===== config.mk =====
export PLATFORM = sky130hd
export DESIGN_NAME = dcache_ctrl
export DESIGN_NICKNAME = d
export VERILOG_FILES = /design/src/rtl/dcache_ctrl.sv
export SDC_FILE = /design/constraint.sdc
export NUM_CORES = 1
export LEC_CHECK = 0
export BUFFER_PORTS_ARGS = -buffer_cell sky130_fd_sc_hd__buf_2
export CAP_MARGIN = 20
export CORE_AREA = 4 4 228 230
export DETAILED_ROUTE_END_ITERATION = 8
export DIE_AREA = 0 0 232 234
export GPL_TIMING_DRIVEN = 0
export PLACE_DENSITY = 0.4
export RECOVER_POWER = 25
export SYNTH_ARGS = -nofsm -noshare
export SYNTH_HDL_FRONTEND = slang
export SYNTH_SLANG_ARGS = --single-unit

===== constraint.sdc =====
create_clock -name clock -period 3.1 [get_ports clock]
set_input_delay 0.62 -clock clock [delete_from_list [all_inputs] [get_ports clock]]
set_output_delay 0.62 -clock clock [all_outputs]
set_load 0.01 [all_outputs]

===== src/rtl/dcache_ctrl.sv =====
// Data-cache controller: arbitrates one load and one store requester, serves
// load hits in the grant cycle, fills on load misses and writes stores through.
module dcache_ctrl #(
  parameter int IDX_BITS = 5,
  parameter int TAG_BITS = 8
) (
  input  logic                clock,
  input  logic                reset,
  input  logic                ld_req,
  input  logic [15:0]         ld_addr,
  output logic                ld_done,
  output logic [63:0]         ld_data,
  input  logic                st_req,
  input  logic [15:0]         st_addr,
  input  logic [63:0]         st_data,
  output logic                st_done,
  output logic                cm_en,
  output logic                cm_wr_en,
  output logic [IDX_BITS-1:0] cm_rd_idx,
  output logic [TAG_BITS-1:0] cm_rd_tag,
  input  logic [63:0]         cm_rd_data,
  input  logic                cm_rd_valid,
  output logic [IDX_BITS-1:0] cm_wr_idx,
  output logic [TAG_BITS-1:0] cm_wr_tag,
  output logic [63:0]         cm_wr_data,
  output logic [1:0]          proc2mem_command,
  output logic [63:0]         proc2mem_addr,
  output logic [63:0]         proc2mem_data,
  input  logic [3:0]          mem2proc_response,
  input  logic [63:0]         mem2proc_data,
  input  logic [3:0]          mem2proc_tag,
  output logic [31:0]         hit_count,
  output logic [31:0]         miss_count
);

  localparam int BLK_BITS = 13;

  localparam logic [1:0] CMD_NONE  = 2'd0;
  localparam logic [1:0] CMD_LOAD  = 2'd1;
  localparam logic [1:0] CMD_STORE = 2'd2;

  typedef enum logic [1:0] {
    IDLE    = 2'd0,
    LD_REQ  = 2'd1,
    LD_WAIT = 2'd2,
    ST_REQ  = 2'd3
  } state_t;

  state_t                state_r, state_nxt_s;
  logic                  prio_r, prio_nxt_s;
  logic [3:0]            mem_tag_r, mem_tag_nxt_s;
  logic [BLK_BITS-1:0]   addr_r;
  logic [63:0]           data_r;
  logic [31:0]           hit_r, miss_r;
  logic                  lat_ld_s, lat_st_s, hit_inc_s, miss_inc_s;
  logic [BLK_BITS-1:0]   ld_blk_s, st_blk_s;
  logic                  unused_s;

  assign ld_blk_s   = ld_addr[15:3];
  assign st_blk_s   = st_addr[15:3];
  assign unused_s   = ^{ld_addr[2:0], st_addr[2:0]};
  assign hit_count  = hit_r;
  assign miss_count = miss_r;

  // Next-state, arbitration and all cache/memory-side outputs.
  always_comb begin
    state_nxt_s      = state_r;
    prio_nxt_s       = prio_r;
    mem_tag_nxt_s    = mem_tag_r;
    lat_ld_s         = 1'b0;
    lat_st_s         = 1'b0;
    hit_inc_s        = 1'b0;
    miss_inc_s       = 1'b0;
    ld_done          = 1'b0;
    ld_data          = 64'h0;
    st_done          = 1'b0;
    cm_en            = 1'b0;
    cm_wr_en         = 1'b0;
    cm_rd_idx        = addr_r[IDX_BITS-1:0];
    cm_rd_tag        = addr_r[BLK_BITS-1:IDX_BITS];
    cm_wr_idx        = addr_r[IDX_BITS-1:0];
    cm_wr_tag        = addr_r[BLK_BITS-1:IDX_BITS];
    cm_wr_data       = data_r;
    proc2mem_command = CMD_NONE;
    proc2mem_addr    = {48'h0, addr_r, 3'b000};
    proc2mem_data    = data_r;
    // Outputs stay quiet while reset is held, even if requests are pending.
    if (reset) begin
      case (state_r)
        IDLE: begin
          cm_rd_idx = ld_blk_s[IDX_BITS-1:0];
          cm_rd_tag = ld_blk_s[BLK_BITS-1:IDX_BITS];
          if (ld_req && (!st_req || !prio_r)) begin
            cm_en      = 1'b1;
            prio_nxt_s = 1'b1;
            if (cm_rd_valid) begin
              ld_done   = 1'b1;
              ld_data   = cm_rd_data;
              hit_inc_s = 1'b1;
            end else begin
              lat_ld_s    = 1'b1;
              miss_inc_s  = 1'b1;
              state_nxt_s = LD_REQ;
            end
          end else if (st_req) begin
            cm_en       = 1'b1;
            cm_wr_en    = 1'b1;
            cm_wr_idx   = st_blk_s[IDX_BITS-1:0];
            cm_wr_tag   = st_blk_s[BLK_BITS-1:IDX_BITS];
            cm_wr_data  = st_data;
            prio_nxt_s  = 1'b0;
            lat_st_s    = 1'b1;
            state_nxt_s = ST_REQ;
          end else begin
            state_nxt_s = IDLE;
          end
        end
        LD_REQ: begin
          proc2mem_command = CMD_LOAD;
          if (mem2proc_response != 4'd0) begin
            mem_tag_nxt_s = mem2proc_response;
            state_nxt_s   = LD_WAIT;
          end else begin
            state_nxt_s = LD_REQ;
          end
        end
        LD_WAIT: begin
          // A zero tag means no data this cycle, so it can never match.
          if ((mem2proc_tag != 4'd0) && (mem2proc_tag == mem_tag_r)) begin
            cm_en         = 1'b1;
            cm_wr_en      = 1'b1;
            cm_wr_data    = mem2proc_data;
            ld_done       = 1'b1;
            ld_data       = mem2proc_data;
            mem_tag_nxt_s = 4'd0;
            state_nxt_s   = IDLE;
          end else begin
            state_nxt_s = LD_WAIT;
          end
        end
        ST_REQ: begin
          proc2mem_command = CMD_STORE;
          if (mem2proc_response != 4'd0) begin
            st_done     = 1'b1;
            state_nxt_s = IDLE;
          end else begin
            state_nxt_s = ST_REQ;
          end
        end
        default: begin
          state_nxt_s = IDLE;
        end
      endcase
    end else begin
      state_nxt_s = IDLE;
    end
  end

  // Control state: FSM, arbitration priority and outstanding memory tag.
  always_ff @(posedge clock or negedge reset) begin
    if (!reset) begin
      state_r   <= IDLE;
      prio_r    <= 1'b0;
      mem_tag_r <= 4'd0;
    end else begin
      state_r   <= state_nxt_s;
      prio_r    <= prio_nxt_s;
      mem_tag_r <= mem_tag_nxt_s;
    end
  end

  // Latched block address and store data for the outstanding transaction.
  always_ff @(posedge clock or negedge reset) begin
    if (!reset) begin
      addr_r <= {BLK_BITS{1'b0}};
      data_r <= 64'h0;
    end else if (lat_ld_s) begin
      addr_r <= ld_blk_s;
    end else if (lat_st_s) begin
      addr_r <= st_blk_s;
      data_r <= st_data;
    end else begin
      addr_r <= addr_r;
      data_r <= data_r;
    end
  end

  // Load hit/miss statistics, wrapping modulo 2^32.
  always_ff @(posedge clock or negedge reset) begin
    if (!reset) begin
      hit_r  <= 32'd0;
      miss_r <= 32'd0;
    end else begin
      if (hit_inc_s) begin
        hit_r <= hit_r + 32'd1;
      end
      if (miss_inc_s) begin
        miss_r <= miss_r + 32'd1;
      end
    end
  end

endmodule


After elaboration in Yosys (flattened, before gate mapping)
Cells that the tools add are included.

storage, ports and cells
  logic and storage cells = 93
  output and inout bits = 352
  bits in registers = 148
  bits of input ports = 237

cells by class
  $add $sub $neg = 2
  multiplexer cells = 62
  bitwise operators = 1
  reductions and logical operators = 14
  equal/unequal tests = 7

operators with widths
  cell                                            number
  two-way mux 64 bit                              8
  one-hot mux 64 bit (2 select lines)             2
  adder 32 x 1 -> 32 bit (second input constant)  2
  two-way mux 8 bit                               6
  two-way mux 5 bit                               6
  two-way mux 13 bit                              2
  two-way mux 1 bit                               22
  two-way mux 2 bit                               8
  two-way mux 4 bit                               2
  one-hot mux 2 bit (4 select lines)              1
  one-hot mux 4 bit (2 select lines)              1
  nonzero test 4 bit                              2
  one-hot mux 1 bit (2 select lines)              3
  nonzero test 2 bit                              3
  == test 2 bit (second input constant)           2
  == test 4 bit                                   1
  inequality test 2 bit (second input constant)   2
  inequality test 4 bit (second input constant)   1
  one-hot mux 2 bit (2 select lines)              1
  AND reduction 4 bit                             1
  AND reduction 3 bit                             1
  == test 2 x 1 -> 1 bit (second input constant)  1
  logical AND 1 bit                               2
  zero test 1 bit                                 2
  other kinds (4)                                 4

Logic depth before layout (Yosys ltp)
Gate-level depths: netlist (run 1).

  word-level depth = 8
  gate-level depth with buffers = 9
  depth with buffers taken out = 5

Worst setup path after synthesis (run 1)
OpenSTA, ideal clock, no wires.

  path kind = input -> output
  start point = input mem2proc_tag[3]
  end point = output cm_wr_data[43]
  data required time = 2.480 ns
  cell stages on the path = 6
  path buffers = 2
  path slack = 0.616 ns
  data arrival time = 1.864 ns
  cell sequence = or2_2 > o21ai_1 > buf_2 > clkbuf_1 > nand4_1 > o211ai_1

on the way
  cells in the longest elaborated chain, start to end = 5
  elaborated cells on any way between the ends = 6
  classes of those cells = eq/ne: 1; mux: 3; reduce/logical: 2

RTL lines
  element                                              line  source
  from (decl)                                          31    input logic [3:0] mem2proc_tag,
  == test 4 bit or nonzero test 4 bit (tied branches)  129   if ((mem2proc_tag != 4'd0) && (mem2proc_tag == mem_tag_r)) begin
  logical AND 1 bit (*)                                129
  two-way mux 64 bit (*)                               129
  one-hot mux 64 bit (2 select lines) (*)              89    case (state_r)
  two-way mux 64 bit (*)                               88    if (reset) begin
  to (decl)                                            25    output logic [63:0] cm_wr_data,

Every way passes the cells marked *; elsewhere a longest branch is shown, timed or not.

Worst setup path after layout (run 1)
  start point = register state_r[1]
  end point = output ld_done

on the way
  cells in the longest elaborated chain, start to end = 3
  elaborated cells on any way between the ends = 4
  classes of those cells = eq/ne: 1; mux: 2; reduce/logical: 1

RTL lines
  element                                           line  source
  from (decl)                                       49    state_t state_r, state_nxt_s;
  from (signal assigned)                            166   state_r <= state_nxt_s;
  == test 2 bit or zero test 2 bit (tied branches)  89
  one-hot mux 1 bit (2 select lines) (*)            89
  two-way mux 1 bit (*)                             88
  to (decl)                                         11    output logic ld_done,

Marks and branches as above.

==> qor.yml, run 1 <==
status:
  status: "finished with violations"
  failed_checks: "capacitance limit, slew limit"
clock_tree:
  root_buffer: "clkbuf_16"
  htreeDepth: 4
  clk_latency_ns: 0.48
  clk_pin_slew_ns: 0.07
  ctsLongestPathBuffers: 2
  cts_tree: "yes"
  cts_sinks: 148
  tritoncts.num_buffers: 17
grt:
  antenna_found_initial: 14
  overflow: 0
  grt_pass1_vias: 9936
  grt_max_degree: 43
  grt_use_total_pct: 16.3
  grt_pass1_wl_mm: 65.0
synthesis:
  post-synth-top-count-cell: "nand2_1"
  synth-main-ff-cell: "dfrtp_1"
  synthTopCellsByCount: "nand2_1 (355), dfrtp_1 (148), nand4_1 (82)"
  synth-edff-count: 0
  netlist_top_cells_area: "dfrtp_1 (43%), nand2_1 (15%), nand4_1 (5.9%)"
  ys_warn_count: 0
  yosysSeqAreaShare_pct: 42.6
  ys_async_sr_fraction_pct: 100
  synthesis.area_um2: 8690
  synth_seq_cells: 148
  syn_area_per_cell_um2: 8.64
  yosys.area.top_type_share_pct: 42.6
  synth_cell_types: 44
  netlist_instances: 1006
  synth_top_cell_by_area: "dfrtp_1"
placement:
  postPlaceCellArea_um2: 12400
  hpwl_mm: 36.2
  gp_congestion: 0.838
  dp.cells: 2259
  port_buffers: 530
route:
  drt-initial-drc-count: 461
  top_layer: "met5"
  avgViaCountPerCell: 4.16
  routedLengthMet1_mm: 18.3
  met2_length_mm: 23.2
  routed_wl_mm: 46.5
  drc_errors: 0
  first_pass_iters: 5
  via_count: 9724
  ant_nets: 0
  route.met3.wl_mm: 3.76
  routedWlPerCell_um: 19.9
cells_and_area:
  area_growth_pct: 57.9
  drive_above_1_share_pct: 46.5
  n_fill_cell: 5483
  fin_nets: 1885
  final_cells: 2339
  fin_area_um2: 13700
die:
  die_area_um2: 54300
  coreArea_um2: 49900
  initial_core_util_pct: 17.4
  die_h_um: 234
  ios: 589
  std_cell_rows: 82
  die_x_um: 232
timing:
  min_period_over_period_pct: 97.3
  fmax_mhz: 331
  finalMaxSlewViolations: 79
  slew_headroom_pct: -62.9
  finalSetupViolCount: 0
  skew_ns: 0.0104
  hold_violations: 0
  tns_ns: 0
  period_minus_slack_ns: 3.02
  rsz0062_at_grt: "true"
  tightest_slew_ns: 2.44
worst_setup_path:
  worst-endpoint-required_ns: 2.48
  worstSetupEndpointType: "output pin"
  cp-start-kind: "register"
  criticalPathCategory: "register to output pin"
  critPathMaxFanout: 10
  crit_arrival_ns: 2.40
power:
  finalPower_w: 0.00947
  p_int_w: 0.00552
  swShare_pct: 41.7
  p_sw_w: 0.00395
  powerDensity_nw_per_um2: 690
  comb_power_share_pct: 48.7
  pwr-share-seq_pct: 30.3
  peakVddDrop_mv: 0.382
  clockPowerShare_pct: 21.1
  leakagePower_nw: 7.58
min_path:
  worstHoldPathType: "primary input to async pin"
job:
  maxCapViolCount: 2
-- critical path, cell delays in order (launching register included) --
cell	delay, ns
dfrtp_1	0.37
buf_6	0.14
inv_1	0.15
nor2_4	0.09
buf_4	0.13
and3_4	0.17
buf_12	0.14
buf_12	0.14
buf_4	0.15
or2_2	0.28
buf_2	0.15
-- layout by cell type (no fill, tap or decap), drive strengths merged, types with 2 or more instances in the layout --
cell type	netlist	final
buf	102	666
nand2	355	355
dfrtp	148	148
nand4	83	83
o211ai	64	64
conb	1	51
clkbuf	17	45
mux2	40	40
xnor2	36	36
xor2	29	29
nand3	28	28
nor4	19	19
and3	14	14
and4	11	11
nor2	9	9
diode	0	8
nor3	8	8
inv	4	8
o21ai	7	7
a21oi	5	5
and2	4	4
nor3b	4	4
clkinv	0	3
clkinvlp	0	3
or2	2	2
a21o	2	2
ha	2	2
nand2b	2	2
-- layer usage --
layer | global-route usage (%) | vias up
li1 | - | 4706
met1 | 18.6 | 4578
met2 | 28.6 | 380
met3 | 5.96 | 54
met4 | 5.06 | 6
met5 | 0 | -
-- final cells by class --
class | count | area (um2) | share of cell area, %
plain buffers | 119 | 1070 | 7.81
multi-input cells | 785 | 4480 | 32.7
clock inverters | 10 | 72.6 | 0.529
clock buffers | 22 | 464 | 3.38
flip-flops and latches | 148 | 3700 | 27.0
inverters | 4 | 15.0 | 0.109
repair buffers | 571 | 3050 | 22.2
diodes | 8 | 20.0 | 0.146
well taps | 672 | 841 | 6.13
-- path summary, 6_finish.rpt --
| path | startpoint | end | slack (ns) | depth (start not counted) |
|---|---|---|---|---|
| hold reg to reg | miss_count[31] | miss_count[31] | 0.47 | 1 |
| hold / removal | reset | proc2mem_data[35] | 0.12 | 2 |
| min in group clock | st_data[53] | proc2mem_data[53] | 0.36 | 3 |
| setup / recovery | state_r[1] | ld_done | 0.08 | 10 |
| setup reg to reg | state_r[1] | hit_count[3] | 1.04 | 10 |
| max in group asynchronous | reset | hit_count[11] | 0.65 | 2 |
-- power groups by stage --
stage / Combinational [W] / Clock [W] / Sequential [W]
2_1_floorplan: 0.00189 / 0 / 0.00312
5_1_grt: 0.00504 / 0.00218 / 0.00295
3_5_place_dp: 0.00430 / 0 / 0.00290
4_1_cts: 0.00461 / 0.00212 / 0.00287
6_report: 0.00461 / 0.00199 / 0.00286
3_3_place_gp: 0.00430 / 0 / 0.00288
-- through the flow --
step                      hold WS, ns  utilization [%]  setup slack [ns]
after global routing           0.0762             27.5           -0.0347
after CTS                      0.0417             27.4          -0.00366
after detailed placement        0.464             24.9             -1.36
final                           0.117             27.5            0.0823
after floorplan                 0.324                -             0.616
after global placement          0.456             24.8             -3.75
-- flip-flops by register name (all words and copies together) (netlist names) --
| register | count |
|---|---|
| state_r | 2 |
| mem_tag_r | 4 |
| hit_count | 32 |
| proc2mem_data | 64 |
| addr_r | 13 |
| prio_r | 1 |
| miss_count | 32 |
-- kinds of logic after synthesis --
kind of cell	after synthesis	synth area share [%]
simple gates	545	29.9
flops	148	42.6
buf+inv	123	8.64
compound gates	82	6.80
xor+xnor	65	6.55
mux	40	5.18
fa+ha+maj	2	0.288
other cells	1	0.0432
-- timing repair --
| item | CTS | global route |
|---|---|---|
| pin swaps | 10 | 9 |
| resized for setup | 111 | 32 |
| hold buffers | 1 | 0 |
| hold endpoints to repair | 15 | 0 |
| setup endpoints to repair | 157 | 73 |
| setup buffers | 25 | 7 |
| cloned | 5 | 2 |
Note: power is estimated with default switching activity, not from simulation.
==> inputs of run 2 (changes only) <==
--- a/config.mk
+++ b/config.mk
@@ -7,12 +7,13 @@
 export LEC_CHECK = 0
 export BUFFER_PORTS_ARGS = -buffer_cell sky130_fd_sc_hd__buf_2
 export CAP_MARGIN = 20
-export CORE_AREA = 4 4 228 230
+export CORE_AREA = 2 2 226 228
 export DETAILED_ROUTE_END_ITERATION = 8
-export DIE_AREA = 0 0 232 234
+export DIE_AREA = 0 0 228 230
 export GPL_TIMING_DRIVEN = 0
 export PLACE_DENSITY = 0.4
 export RECOVER_POWER = 25
+export REMOVE_ABC_BUFFERS = 1
 export SYNTH_ARGS = -nofsm -noshare
 export SYNTH_HDL_FRONTEND = slang
 export SYNTH_SLANG_ARGS = --single-unit
==> run 2 against run 1 <==
  * The run still ends with capacitance limit, slew limit left
  * Sequential cell count did not move
  * Non-clock buffer count shrank 90
  * Die area fell by 3.4%
  * Register-to-register slack lost 0.43 ns
  * Largest power group unchanged
==> qor.yml, run 2 (synthesis results as in run 1) <==
min_path:
  worstHoldPathType: "primary input to register"
timing:
  finalMaxSlewViolations: 151
  tns_ns: 0
  fmax_mhz: 330
  finalWorstSetupSlack_ns: 0.0725
  finalSetupViolCount: 0
  period_minus_slack_ns: 3.03
  hold_ws_ns: 0.356
  tightest_slew_ns: 2.26
  skew_ns: 0.0112
  slew_headroom_pct: -50.7
  rsz0062_at_grt: "true"
  min_period_over_period_pct: 97.7
  hold_violations: 0
clock_tree:
  clk_pin_slew_ns: 0.07
  root_buffer: "clkbuf_16"
  htreeDepth: 4
  cts_tree: "yes"
  ctsLongestPathBuffers: 2
  tritoncts.num_buffers: 17
  cts_sinks: 148
  clk_latency_ns: 0.48
route:
  avgViaCountPerCell: 4.30
  drt-initial-drc-count: 422
  ant_nets: 0
  via_count: 9660
  first_pass_iters: 5
  drc_errors: 0
  routedWlPerCell_um: 20.5
  routed_wl_mm: 46.1
cells_and_area:
  final_cell_mix: "buf_2 (524), nand2_1 (353), dfrtp_1 (146)"
  area_growth_pct: 54.0
  fin_nets: 1798
  final_common_cell: "buf_2"
  drive_above_1_share_pct: 44.8
  utilization_pct: 26.8
  largest_reg_flops: 64
grt:
  overflow: 0
  antenna_found_initial: 10
  grt_use_total_pct: 16.9
  grt_max_degree: 82
  grt_pass1_wl_mm: 65.3
  grt_pass1_vias: 9503
worst_setup_path:
  crit_slowest_cell: "dfrtp_1"
  critical-path-top-delay-family: "buffers and inverters"
  path_cells: "xor2_2, nor3_4, buf_6, and3_4, buf_6, buf_16, o211ai_1, buf_2"
  slowest_delay_ns: 0.41
  cp-start-kind: "register"
  cp_num_buf_inv: 4
  crit_path_frequent_cell: "buf_6"
  critPathMaxFanout: 7
  worstSetupEndpointType: "output pin"
  worst-endpoint-required_ns: 2.48
  crit_arrival_ns: 2.41
  criticalPathCategory: "register to output pin"
die:
  die_h_um: 230
  initial_core_util_pct: 17.4
  coreArea_um2: 49900
  std_cell_rows: 82
  die_x_um: 228
  die_area_um2: 52400
  ios: 589
placement:
  pre_cts_ws_ns: -1.24
  port_buffers: 531
  gp_congestion: 0.911
  hpwl_mm: 32.0
power:
  finalPower_w: 0.00984
  peakVddDrop_mv: 0.366
  leakagePower_nw: 7.26
  powerDensity_nw_per_um2: 735
status:
  status: "finished with violations"
  failed_checks: "capacitance limit, slew limit"
job:
  maxCapViolCount: 3
## run 2: changes by cell type in the layout (fill, tap and decap cells not counted), moves of 3 or more
cell	delta
buf_4	-60
buf_2	-11
clkbuf_4	-11
buf_16	+7
clkbuf_1	-7
diode_2	-6
buf_6	-5
bufinv_16	+3
xor2_1	-3
xor2_2	+3
## run 2: worst paths after layout
kind                       cells past startpoint                 to              start  slack [ns]
min in group asynchronous                      1      hit_count[20]              reset        0.77
setup / recovery                               8     cm_wr_data[49]       mem_tag_r[0]        0.07
hold reg to reg                                2  proc2mem_data[26]  proc2mem_data[26]        0.48
setup reg to reg                               7     miss_count[31]         state_r[0]        0.61
hold / removal                                 3  proc2mem_data[34]        st_data[34]        0.36
max in group asynchronous                      2  proc2mem_data[56]              reset        0.82
## run 2: power breakdown
group,internal [W],total [W],leakage (nW),switching [W]
Combinational,0.00198,0.00472,5.07,0.00274
Sequential,0.00250,0.00287,1.90,0.000371
Clock,0.00131,0.00225,0.290,0.000939
Total,0.00579,0.00984,7.26,0.00405
## run 2: layer usage
metal	GRT usage, %	up-vias	routed length [um]
met1	20.1	4673	19100
li1	-	4525	-
met2	30.0	397	23400
met5	0	-	13
met3	4.86	63	2880
met4	4.04	2	810
## run 2: area by class of cell
type / count / area, um2
fill: 5600 / 36500
multi-input combinational: 788 / 4550
sequential: 148 / 3710
timing repair buffer: 600 / 3650
tap: 672 / 841
clock buffer: 21 / 460
clock inverter: 11 / 149
inverter: 4 / 18.8
antenna: 2 / 5.00
## run 2: what timing repair did
action | 4_1_cts | 5_1_grt
endpoints found under the setup margin | 156 | 70
gates resized for setup | 41 | 12
setup buffers | 43 | 6
cloned | 12 | 3
hold buffers | 1 | 0
pin swaps | 29 | 39
hold endpoints to repair | 31 | 0
## run 2: worst reg2reg max path, delay by kind of cell (launching register included)
kind	cells	cell delay, ns
buffers and inverters	3	0.50
DFF	1	0.42
xor gates and xnor gates	1	0.20
and+or+nand+nor	3	1.30
## run 2: stage by stage
| stage | instances | area, um2 |
|---|---|---|
| 6_report | 2246 | 13400 |
| 2_1_floorplan | 937 | 8140 |
| 4_1_cts | 2243 | 13400 |
| 5_1_grt | 2244 | 13400 |
| 3_5_place_dp | 2155 | 12000 |
| 3_3_place_gp | 2140 | 11600 |
